## src/rtl/muldiv_unit_if.sv

```systemverilog
// rtl/muldiv_unit_if.sv - launch/result bundle between execute stage and muldiv_unit
interface muldiv_unit_if;
    logic        start;
    logic        flush;
    logic [2:0]  md_op;
    logic [31:0] op_a;
    logic [31:0] op_b;
    logic        busy;
    logic        done;
    logic [31:0] md_data;

    modport master (
        output start, flush, md_op, op_a, op_b,
        input  busy, done, md_data
    );

    modport slave (
        input  start, flush, md_op, op_a, op_b,
        output busy, done, md_data
    );
endinterface

```

## src/rtl/muldiv_unit.sv

```systemverilog
// rtl/muldiv_unit.sv - iterative RV32M multiply/divide, 32 steps per op, fast path for div corner cases
module muldiv_unit (
    input  logic         clk,
    input  logic         rst,
    muldiv_unit_if.slave bus
);
    localparam logic [2:0] OP_MULH   = 3'b001;
    localparam logic [2:0] OP_MULHSU = 3'b010;
    localparam logic [2:0] OP_DIV    = 3'b100;
    localparam logic [2:0] OP_REM    = 3'b110;

    typedef enum logic [1:0] {S_IDLE, S_CALC, S_DONE} state_t;

    state_t      r_state;
    logic [4:0]  r_cnt;
    logic        r_is_div;
    logic        r_hi_rem;
    logic        r_neg;
    logic [31:0] r_opnd;
    logic [63:0] r_prod;
    logic [31:0] r_rem;
    logic [31:0] r_quot;
    logic        r_busy;
    logic        r_done;
    logic [31:0] r_md_data;

    logic        w_sa, w_sb, w_a_sgn, w_b_sgn, w_neg;
    logic [31:0] w_mag_a, w_mag_b;
    logic        w_bzero, w_ovf, w_fast;
    logic [31:0] w_fast_res;

    assign w_sa = bus.op_a[31];
    assign w_sb = bus.op_b[31];

    always_comb begin
        w_a_sgn = 1'b0;
        w_b_sgn = 1'b0;
        w_neg   = 1'b0;
        case (bus.md_op)
            OP_MULH:   begin w_a_sgn = 1'b1; w_b_sgn = 1'b1; w_neg = w_sa ^ w_sb; end
            OP_MULHSU: begin w_a_sgn = 1'b1; w_neg = w_sa; end
            OP_DIV:    begin w_a_sgn = 1'b1; w_b_sgn = 1'b1; w_neg = w_sa ^ w_sb; end
            OP_REM:    begin w_a_sgn = 1'b1; w_b_sgn = 1'b1; w_neg = w_sa; end
            default:   ;
        endcase
    end

    assign w_mag_a = (w_a_sgn && w_sa) ? -bus.op_a : bus.op_a;
    assign w_mag_b = (w_b_sgn && w_sb) ? -bus.op_b : bus.op_b;

    // Signed overflow only applies to DIV/REM (md_op[0]==0 within the divide group)
    assign w_bzero    = (bus.op_b == 32'd0);
    assign w_ovf      = !bus.md_op[0] && (bus.op_a == 32'h8000_0000) && (bus.op_b == 32'hFFFF_FFFF);
    assign w_fast     = bus.md_op[2] && (w_bzero || w_ovf);
    assign w_fast_res = w_bzero ? (bus.md_op[1] ? bus.op_a : 32'hFFFF_FFFF)
                                : (bus.md_op[1] ? 32'd0    : 32'h8000_0000);

    logic [32:0] w_sum;
    logic [63:0] w_prod_nx;
    logic [32:0] w_shift;
    logic        w_fits;
    logic [31:0] w_rem_nx;
    logic [31:0] w_quot_nx;

    assign w_sum     = {1'b0, r_prod[63:32]} + (r_prod[0] ? {1'b0, r_opnd} : 33'd0);
    assign w_prod_nx = {w_sum, r_prod[31:1]};

    // Remainder stays below the divisor, so the 32-bit wrapped difference is exact
    assign w_shift   = {r_rem, r_quot[31]};
    assign w_fits    = (w_shift >= {1'b0, r_opnd});
    assign w_rem_nx  = w_fits ? (w_shift[31:0] - r_opnd) : w_shift[31:0];
    assign w_quot_nx = {r_quot[30:0], w_fits};

    logic [63:0] w_prod_fix;
    logic [31:0] w_q_fix, w_r_fix, w_calc_res;

    assign w_prod_fix = r_neg ? -w_prod_nx : w_prod_nx;
    assign w_q_fix    = r_neg ? -w_quot_nx : w_quot_nx;
    assign w_r_fix    = r_neg ? -w_rem_nx  : w_rem_nx;
    assign w_calc_res = r_is_div ? (r_hi_rem ? w_r_fix : w_q_fix)
                                 : (r_hi_rem ? w_prod_fix[63:32] : w_prod_fix[31:0]);

    always_ff @(posedge clk or posedge rst) begin
        if (rst) begin
            r_state   <= S_IDLE;
            r_cnt     <= 5'd0;
            r_is_div  <= 1'b0;
            r_hi_rem  <= 1'b0;
            r_neg     <= 1'b0;
            r_opnd    <= 32'd0;
            r_prod    <= 64'd0;
            r_rem     <= 32'd0;
            r_quot    <= 32'd0;
            r_busy    <= 1'b0;
            r_done    <= 1'b0;
            r_md_data <= 32'd0;
        end else begin
            r_done <= 1'b0;
            if (bus.flush) begin
                r_state <= S_IDLE;
                r_busy  <= 1'b0;
            end else begin
                case (r_state)
                    S_IDLE, S_DONE: begin
                        if (bus.start) begin
                            r_cnt    <= 5'd0;
                            r_is_div <= bus.md_op[2];
                            r_hi_rem <= bus.md_op[2] ? bus.md_op[1] : |bus.md_op[1:0];
                            r_neg    <= w_neg;
                            r_opnd   <= bus.md_op[2] ? w_mag_b : w_mag_a;
                            r_prod   <= {32'd0, w_mag_b};
                            r_rem    <= 32'd0;
                            r_quot   <= w_mag_a;
                            if (w_fast) begin
                                r_md_data <= w_fast_res;
                                r_done    <= 1'b1;
                                r_state   <= S_DONE;
                            end else begin
                                r_busy  <= 1'b1;
                                r_state <= S_CALC;
                            end
                        end else begin
                            r_state <= S_IDLE;
                        end
                    end
                    S_CALC: begin
                        r_prod <= w_prod_nx;
                        r_rem  <= w_rem_nx;
                        r_quot <= w_quot_nx;
                        r_cnt  <= r_cnt + 5'd1;
                        if (r_cnt == 5'd31) begin
                            r_md_data <= w_calc_res;
                            r_busy    <= 1'b0;
                            r_done    <= 1'b1;
                            r_state   <= S_DONE;
                        end
                    end
                    default: r_state <= S_IDLE;
                endcase
            end
        end
    end

    assign bus.busy    = r_busy;
    assign bus.done    = r_done;
    assign bus.md_data = r_md_data;
endmodule

```

## src/flat_wrapper.sv

```systemverilog
// flat-port wrapper written by rule: the top's interface ports become plain ports
module muldiv_unit_flat 
  (clk, rst, bus_start, bus_flush, bus_md_op, bus_op_a, bus_op_b, bus_busy, bus_done, bus_md_data);
  muldiv_unit_if bus_i ();
  input  logic clk;
  input  logic rst;
  input wire logic [$bits(bus_i.start)-1:0] bus_start;
  input wire logic [$bits(bus_i.flush)-1:0] bus_flush;
  input wire logic [$bits(bus_i.md_op)-1:0] bus_md_op;
  input wire logic [$bits(bus_i.op_a)-1:0] bus_op_a;
  input wire logic [$bits(bus_i.op_b)-1:0] bus_op_b;
  output wire logic [$bits(bus_i.busy)-1:0] bus_busy;
  output wire logic [$bits(bus_i.done)-1:0] bus_done;
  output wire logic [$bits(bus_i.md_data)-1:0] bus_md_data;
  assign bus_i.start = bus_start;
  assign bus_i.flush = bus_flush;
  assign bus_i.md_op = bus_md_op;
  assign bus_i.op_a = bus_op_a;
  assign bus_i.op_b = bus_op_b;
  assign bus_busy = bus_i.busy;
  assign bus_done = bus_i.done;
  assign bus_md_data = bus_i.md_data;
  muldiv_unit u_core (.clk(clk), .rst(rst), .bus(bus_i));
endmodule
```

## config.mk

```make
export PLATFORM = sky130hd
export DESIGN_NAME = muldiv_unit_flat
export DESIGN_NICKNAME = d
export VERILOG_FILES = /design/src/rtl/muldiv_unit_if.sv /design/src/rtl/muldiv_unit.sv /design/src/flat_wrapper.sv
export SDC_FILE = /design/constraint.sdc
export NUM_CORES = 1
export LEC_CHECK = 0
export BUFFER_PORTS_ARGS = -buffer_cell sky130_fd_sc_hd__buf_2
export CAP_MARGIN = 20
export CORE_AREA = 2 2 249 128
export DETAILED_ROUTE_END_ITERATION = 12
export DIE_AREA = 0 0 251 130
export PLACE_DENSITY = 0.93
export SLEW_MARGIN = 30
export SYNTH_ARGS = -nofsm -noshare
export SYNTH_HDL_FRONTEND = slang
export SYNTH_SLANG_ARGS = --single-unit
```

## constraint.sdc

```tcl
create_clock -name clk -period 8.3 [get_ports clk]
set_input_delay 1.66 -clock clk [delete_from_list [all_inputs] [get_ports clk]]
set_output_delay 1.66 -clock clk [all_outputs]
set_load 0.005 [all_outputs]
```

== After elaboration in Yosys (flattened, before gate mapping) ==
Index checks and enable logic that the tools add are counted.

* $add $sub $neg: 8
* Magnitude comparators: 1
* Equality and inequality tests: 15
* Muxes and demuxes: 45
* Bitwise logic cells: 2
* Reductions and logical operators: 21

{| class="wikitable"
|+ Operators by type and width
! operator !! count
|-
| two-way mux 32 bit || 18
|-
| case mux 32 bit (2 select lines) || 3
|-
| two-way mux 64 bit || 2
|-
| negation 32 bit || 4
|-
| case mux 64 bit (2 select lines) || 1
|-
| == test 32 bit, second input constant || 2
|-
| negation 64 bit || 1
|-
| adder 32 x 33 -> 33 bit || 1
|-
| greater-or-equal comparator 33 x 32 -> 1 bit || 1
|-
| zero test 32 bit || 1
|-
| subtractor 32 bit || 1
|-
| two-way mux 1 bit || 11
|-
| case mux 5 bit (2 select lines) || 1
|-
| two-way mux 2 bit || 4
|-
| OR reduction 2 bit || 4
|-
| == test 3 bit, second input constant || 2
|-
| != test 3 bit, second input constant || 2
|-
| case mux 1 bit (2 select lines) || 3
|-
| AND reduction 3 bit || 2
|-
| adder 5 x 1 -> 5 bit, second input constant || 1
|-
| == test 5 bit, second input constant || 1
|-
| logical AND 1 bit || 5
|-
| two-way mux 5 bit || 1
|-
| AND reduction 5 bit || 1
|-
| 18 further kinds || 19
|}

* Bits in registers: 204
* Input port bits: 71
* Output and inout bits: 34
* Word-level logic and storage cells: 104

== Depth between registers and ports, before layout ==
* Word-level depth: 9
* Mapped depth: 23
* Mapped depth without buffers: 19

== Worst setup path before layout ==
No wires, ideal clock.

* Path kind: register -> register
* Start: register u_core.r_rem[7]
* End: register u_core.r_md_data[28], in the netlist u_core.bus.md_data[28]
* Arrival time: 5056 ps
* Slack: 3158 ps
* Cell stages (with the launch flop): 20
* Path buffers: 3
* Clock period less this slack: 5142 ps
* Cell sequence: dfrtp_1 ha_1 clkbuf_1 a21o_1 and2_1 a221oi_1 a211oi_1 or2_2 buf_2 inv_1 clkbuf_1 mux2i_1 ha_1 inv_1 nor4_1 a41oi_1 nor4_2 nand3b_1 a221o_1 a32oi_1

* Cells in the longest elaborated chain, start to end: 8

{| class="wikitable"
|+ Ends and longest elaborated chain
! element !! line !! text
|-
| from (decl) || muldiv_unit.sv:21 || <nowiki>logic [31:0] r_rem;</nowiki>
|-
| from (signal assigned) || muldiv_unit.sv:128 || <nowiki>r_rem <= w_rem_nx;</nowiki>
|-
| subtractor 32 bit or greater-or-equal comparator 33 x 32 -> 1 bit (tied branches) || muldiv_unit.sv:71, muldiv_unit.sv:70 ||
|-
| two-way mux 32 bit || muldiv_unit.sv:71 || <nowiki>assign w_rem_nx = w_fits ? (w_shift[31:0] - r_opnd) : w_shift[31:0];</nowiki>
|-
| negation 32 bit || muldiv_unit.sv:79 || <nowiki>assign w_r_fix = r_neg ? -w_rem_nx : w_rem_nx;</nowiki>
|-
| two-way mux 32 bit || muldiv_unit.sv:79 ||
|-
| two-way mux 32 bit * (2 in series) || muldiv_unit.sv:80 || <nowiki>assign w_calc_res = r_is_div ? (r_hi_rem ? w_r_fix : w_q_fix)</nowiki>
|-
| two-way mux 32 bit * || muldiv_unit.sv:131 || <nowiki>if (r_cnt == 5'd31) begin</nowiki>
|-
| case mux 32 bit (2 select lines) * || muldiv_unit.sv:103 || <nowiki>case (r_state)</nowiki>
|-
| to (signal assigned) || muldiv_unit.sv:115 || <nowiki>r_md_data <= w_fast_res;</nowiki>
|-
| to (signal assigned) || muldiv_unit.sv:132 || <nowiki>r_md_data <= w_calc_res;</nowiki>
|-
| to (decl) || muldiv_unit.sv:25 || <nowiki>logic [31:0] r_md_data;</nowiki>
|}

Mark *: on every way between the ends. The rest lies on a longest branch, timed or not. The select of a mux whose other input is x is not followed.
A chain may end at the register's enable or synchronous reset.

== Final worst setup path ==
* Start: register u_core.r_rem[5]
* End: register u_core.r_md_data[28], in the netlist u_core.bus.md_data[28]

Same word-level chain as after synthesis.

==> reports/qor.yml <==
routing:
  wirelength_um: 79900
  vias: 20800
  via_per_inst: 7.27
  drt_iter0_markers: 3824
  routedWlPerCell_um: 27.9
  drcViolationCount: 0
  postRouteAntennaNets: 0
  dr.pass1.iters: 9
timing:
  rsz0062_at_grt: "no"
  drv_slew: 0
  post-route-period-util: 0.764
  hold_violations: 0
  clock.fmax_ghz: 0.158
  finalCriticalPeriod_ns: 6.34
  finalWorstSetupSlack_ns: 1.96
  fin_worst_skew_ns: 0.0108
  setup_tns_ns: 0
  timing.slew.headroom: 0.240
  setup_viol: 0
  tightest_slew_ns: 1.11
clock_network:
  htree_levels: 1
  clk_latency_ns: 0.55
  numClockSinks: 204
  ctsLongestPathBuffers: 3
  ctsResizeCount: 0
  cts-buffers-inserted: 22
  root_buffer: "clkbuf_16"
  clk_pin_slew_ns: 0.07
  cts_hold_buf: 0
  post_cts.repair.setup_buffers: 0
  cts_tree: "done"
yosys:
  synthCells: 2444
  synth_cell_types: 91
  synth_nets: 2589
  synth-seq-area-share: 0.270
  synth_top_cell_area_share: 0.270
  yosys_warnings: 0
  synthTopCellsByArea: "dfrtp_1, o21ai_0, nand2_1"
  syn_area_um2: 18900
  syn-mean-instance-area_um2: 7.74
  synth-edff-count: 0
  synth_seq_cells: 204
  async_flop_share: 1.00
  ys.flop_type: "dfrtp_1"
  yosysTopAreaCell: "dfrtp_1"
setup_path:
  cp.required_ns: 8.76
  critical_path_buf_inv_count: 3
  critical-path-top-delay-family: "simple AND/OR/NAND/NOR gates"
  cpPeakStageDelay_ns: 0.88
  cp_slowest_cell: "nor4_1"
  crit_type: "flop to flop"
  cp_max_fo: 22
  rr_worst_depth: 17
  startpoint_type: "flop"
  cp-end-kind: "flop"
  critical_path_arrival_ns: 6.80
  path_cells: "ha_1 -> nand4_1 -> nor4_1 -> a31oi_1 -> o221ai_1 -> buf_4 -> or2_2 -> inv_1 -> mux2i_1 -> ha_1 -> inv_1 -> nor4_1 -> a41oi_1 -> nor4_2 -> nand3b_1 -> a221o_1 -> a32oi_1"
  cp.depth: 17
layout:
  layout_commonest_cell: "nand2_1"
  final_nets: 2582
  seqCellArea_um2: 5110
  drive_gt1_frac: 0.102
  fillers: 2677
  syn_to_final_growth_pct: 8.25
  multi_input_area_um2: 13000
  final_cell_mix: "nand2_1, o21ai_0, dfrtp_1, nor2_1, a21oi_1"
global_routing:
  grt_pass1_vias: 18300
  antenna_found_initial: 2
  grt_overflow: 0
  grt_max_degree: 106
  grt_use_total: 0.478
  grt_pass1_wl_um: 116000
floorplan:
  fp.dieH_um: 130
  die_w_um: 251
  core.rowCount: 46
  start_util: 0.613
  coreArea_um2: 30800
  ioPinCount: 105
  dieArea_um2: 32600
hold_path:
  whs_path_depth: 2
  hold_class: "flop to flop"
place:
  dp_hpwl_um: 61800
  pre_cts_slack_ns: 2.22
  place.gp.congestion: 1.11
  portBuffers: 104
power:
  switchingPower_mw: 5.72
  leakagePower_nw: 8.83
  pwr-share-clk: 0.119
  p_sw_frac: 0.564
  combinationalPowerShare: 0.699
  p_per_area_nw_per_um2: 495
  seq_power_share: 0.182
  irDropWorstVdd_v: 0.000417
  p_int_mw: 4.42
run_status:
  status: "complete, no violations"
run:
  cap_violations: 0
state kept, by name (all words and copies together) (netlist names):
register / cells
u_core.r_neg: 1
u_core.r_hi_rem: 1
u_core.r_opnd: 32
u_core.bus.done: 1
u_core.r_cnt: 5
u_core.bus.busy: 1
u_core.r_prod: 64
u_core.r_rem: 32
u_core.r_state: 2
u_core.r_quot: 32
u_core.bus.md_data: 32
u_core.r_is_div: 1
worst reg2reg max path, stage by stage, from the launching register on:
cell	delay, ns
dfrtp_1	0.40
ha_1	0.48
nand4_1	0.27
nor4_1	0.88
a31oi_1	0.17
o221ai_1	0.22
buf_4	0.20
or2_2	0.50
inv_1	0.16
mux2i_1	0.35
ha_1	0.25
inv_1	0.09
nor4_1	0.41
a41oi_1	0.45
nor4_2	0.72
nand3b_1	0.14
a221o_1	0.35
a32oi_1	0.21
per-layer routing:
metal,global-route usage,vias to the layer above,wire length (µm)
li1,-,8917,-
met1,0.689,9908,32600
met2,0.605,1776,28900
met3,0.260,204,15900
met4,0.118,4,2420
met5,0,-,23
cell usage after synthesis, types with 12 or more instances:
cell type  instances
ha_1              72
o211ai_1          32
or2_2             17
nand2b_1          24
and3_1            19
mux2i_1           56
xor2_1            95
o31ai_1           45
nor3_1            43
o41ai_1           18
nand4_1           30
a21o_1            27
buf_1             14
mux2_2            16
clkbuf_1         138
o221ai_1          14
a211oi_1          22
and2_1            44
nand2_1          281
nor2_1           202
a31oi_1           23
dfrtp_1          204
xnor2_1          117
nor4_1            31
nor2b_1           12
o21a_1            15
a22o_1            32
inv_1             74
o21ai_0          263
or4_1             22
nand3_1           42
a21oi_1          185
or3_1             25
through the flow:
stage | instance area (µm²) | utilization | power (mW) | std cells | hold slack (ns)
after floorplan | 18900 | - | 6.26 | 2444 | 0.456
after global placement | 19600 | 0.635 | 8.21 | 2820 | 0.459
after detailed placement | 19600 | 0.635 | 8.39 | 2820 | 0.477
after CTS | 20500 | 0.663 | 9.63 | 2860 | 0.493
after global routing | 20500 | 0.664 | 10.5 | 2861 | 0.515
final | 20500 | 0.664 | 10.1 | 2862 | 0.494
worst paths after layout:
path	start	end	slack, ns
max	u_core.r_rem[5]	u_core.bus.md_data[28]	1.96
min	u_core.r_prod[42]	u_core.r_prod[42]	0.49
max reg2reg	u_core.r_rem[5]	u_core.bus.md_data[28]	1.96
min reg2reg	u_core.r_prod[42]	u_core.r_prod[42]	0.49
max in group asynchronous	rst	u_core.r_rem[12]	5.69
min in group asynchronous	rst	u_core.r_cnt[1]	1.19
power groups by stage:
| stage | registers, mW | clock network [mW] | logic, mW |
|---|---|---|---|
| 6_report | 1.84 | 1.21 | 7.09 |
| 5_1_grt | 1.87 | 1.23 | 7.41 |
| 4_1_cts | 1.80 | 1.20 | 6.63 |
| 3_5_place_dp | 1.82 | 0 | 6.58 |
| 3_3_place_gp | 1.80 | 0 | 6.42 |
| 2_1_floorplan | 1.62 | 0 | 4.64 |
final cells by class:
cell class                 count  share of cell area
antenna                        1            0.000122
clock buffer                  28              0.0305
clock inverter                12              0.0109
inverter                      76              0.0143
multi-input combinational   2002               0.634
sequential                   204               0.249
tap                          408              0.0249
timing repair buffer         131              0.0363
kinds of logic after synthesis:
kind of cell / after synthesis / share of synthesized area
adder cells (fa/ha/maj): 74 / 0.0497
XOR/XNOR: 212 / 0.0981
multiplexers: 82 / 0.0510
buffers and inverters: 238 / 0.0479
flip-flops: 204 / 0.270
AO/OA/AOI/OAI: 799 / 0.269
AND/OR/NAND/NOR: 835 / 0.214
No activity file was read; power rests on OpenSTA's default activity.
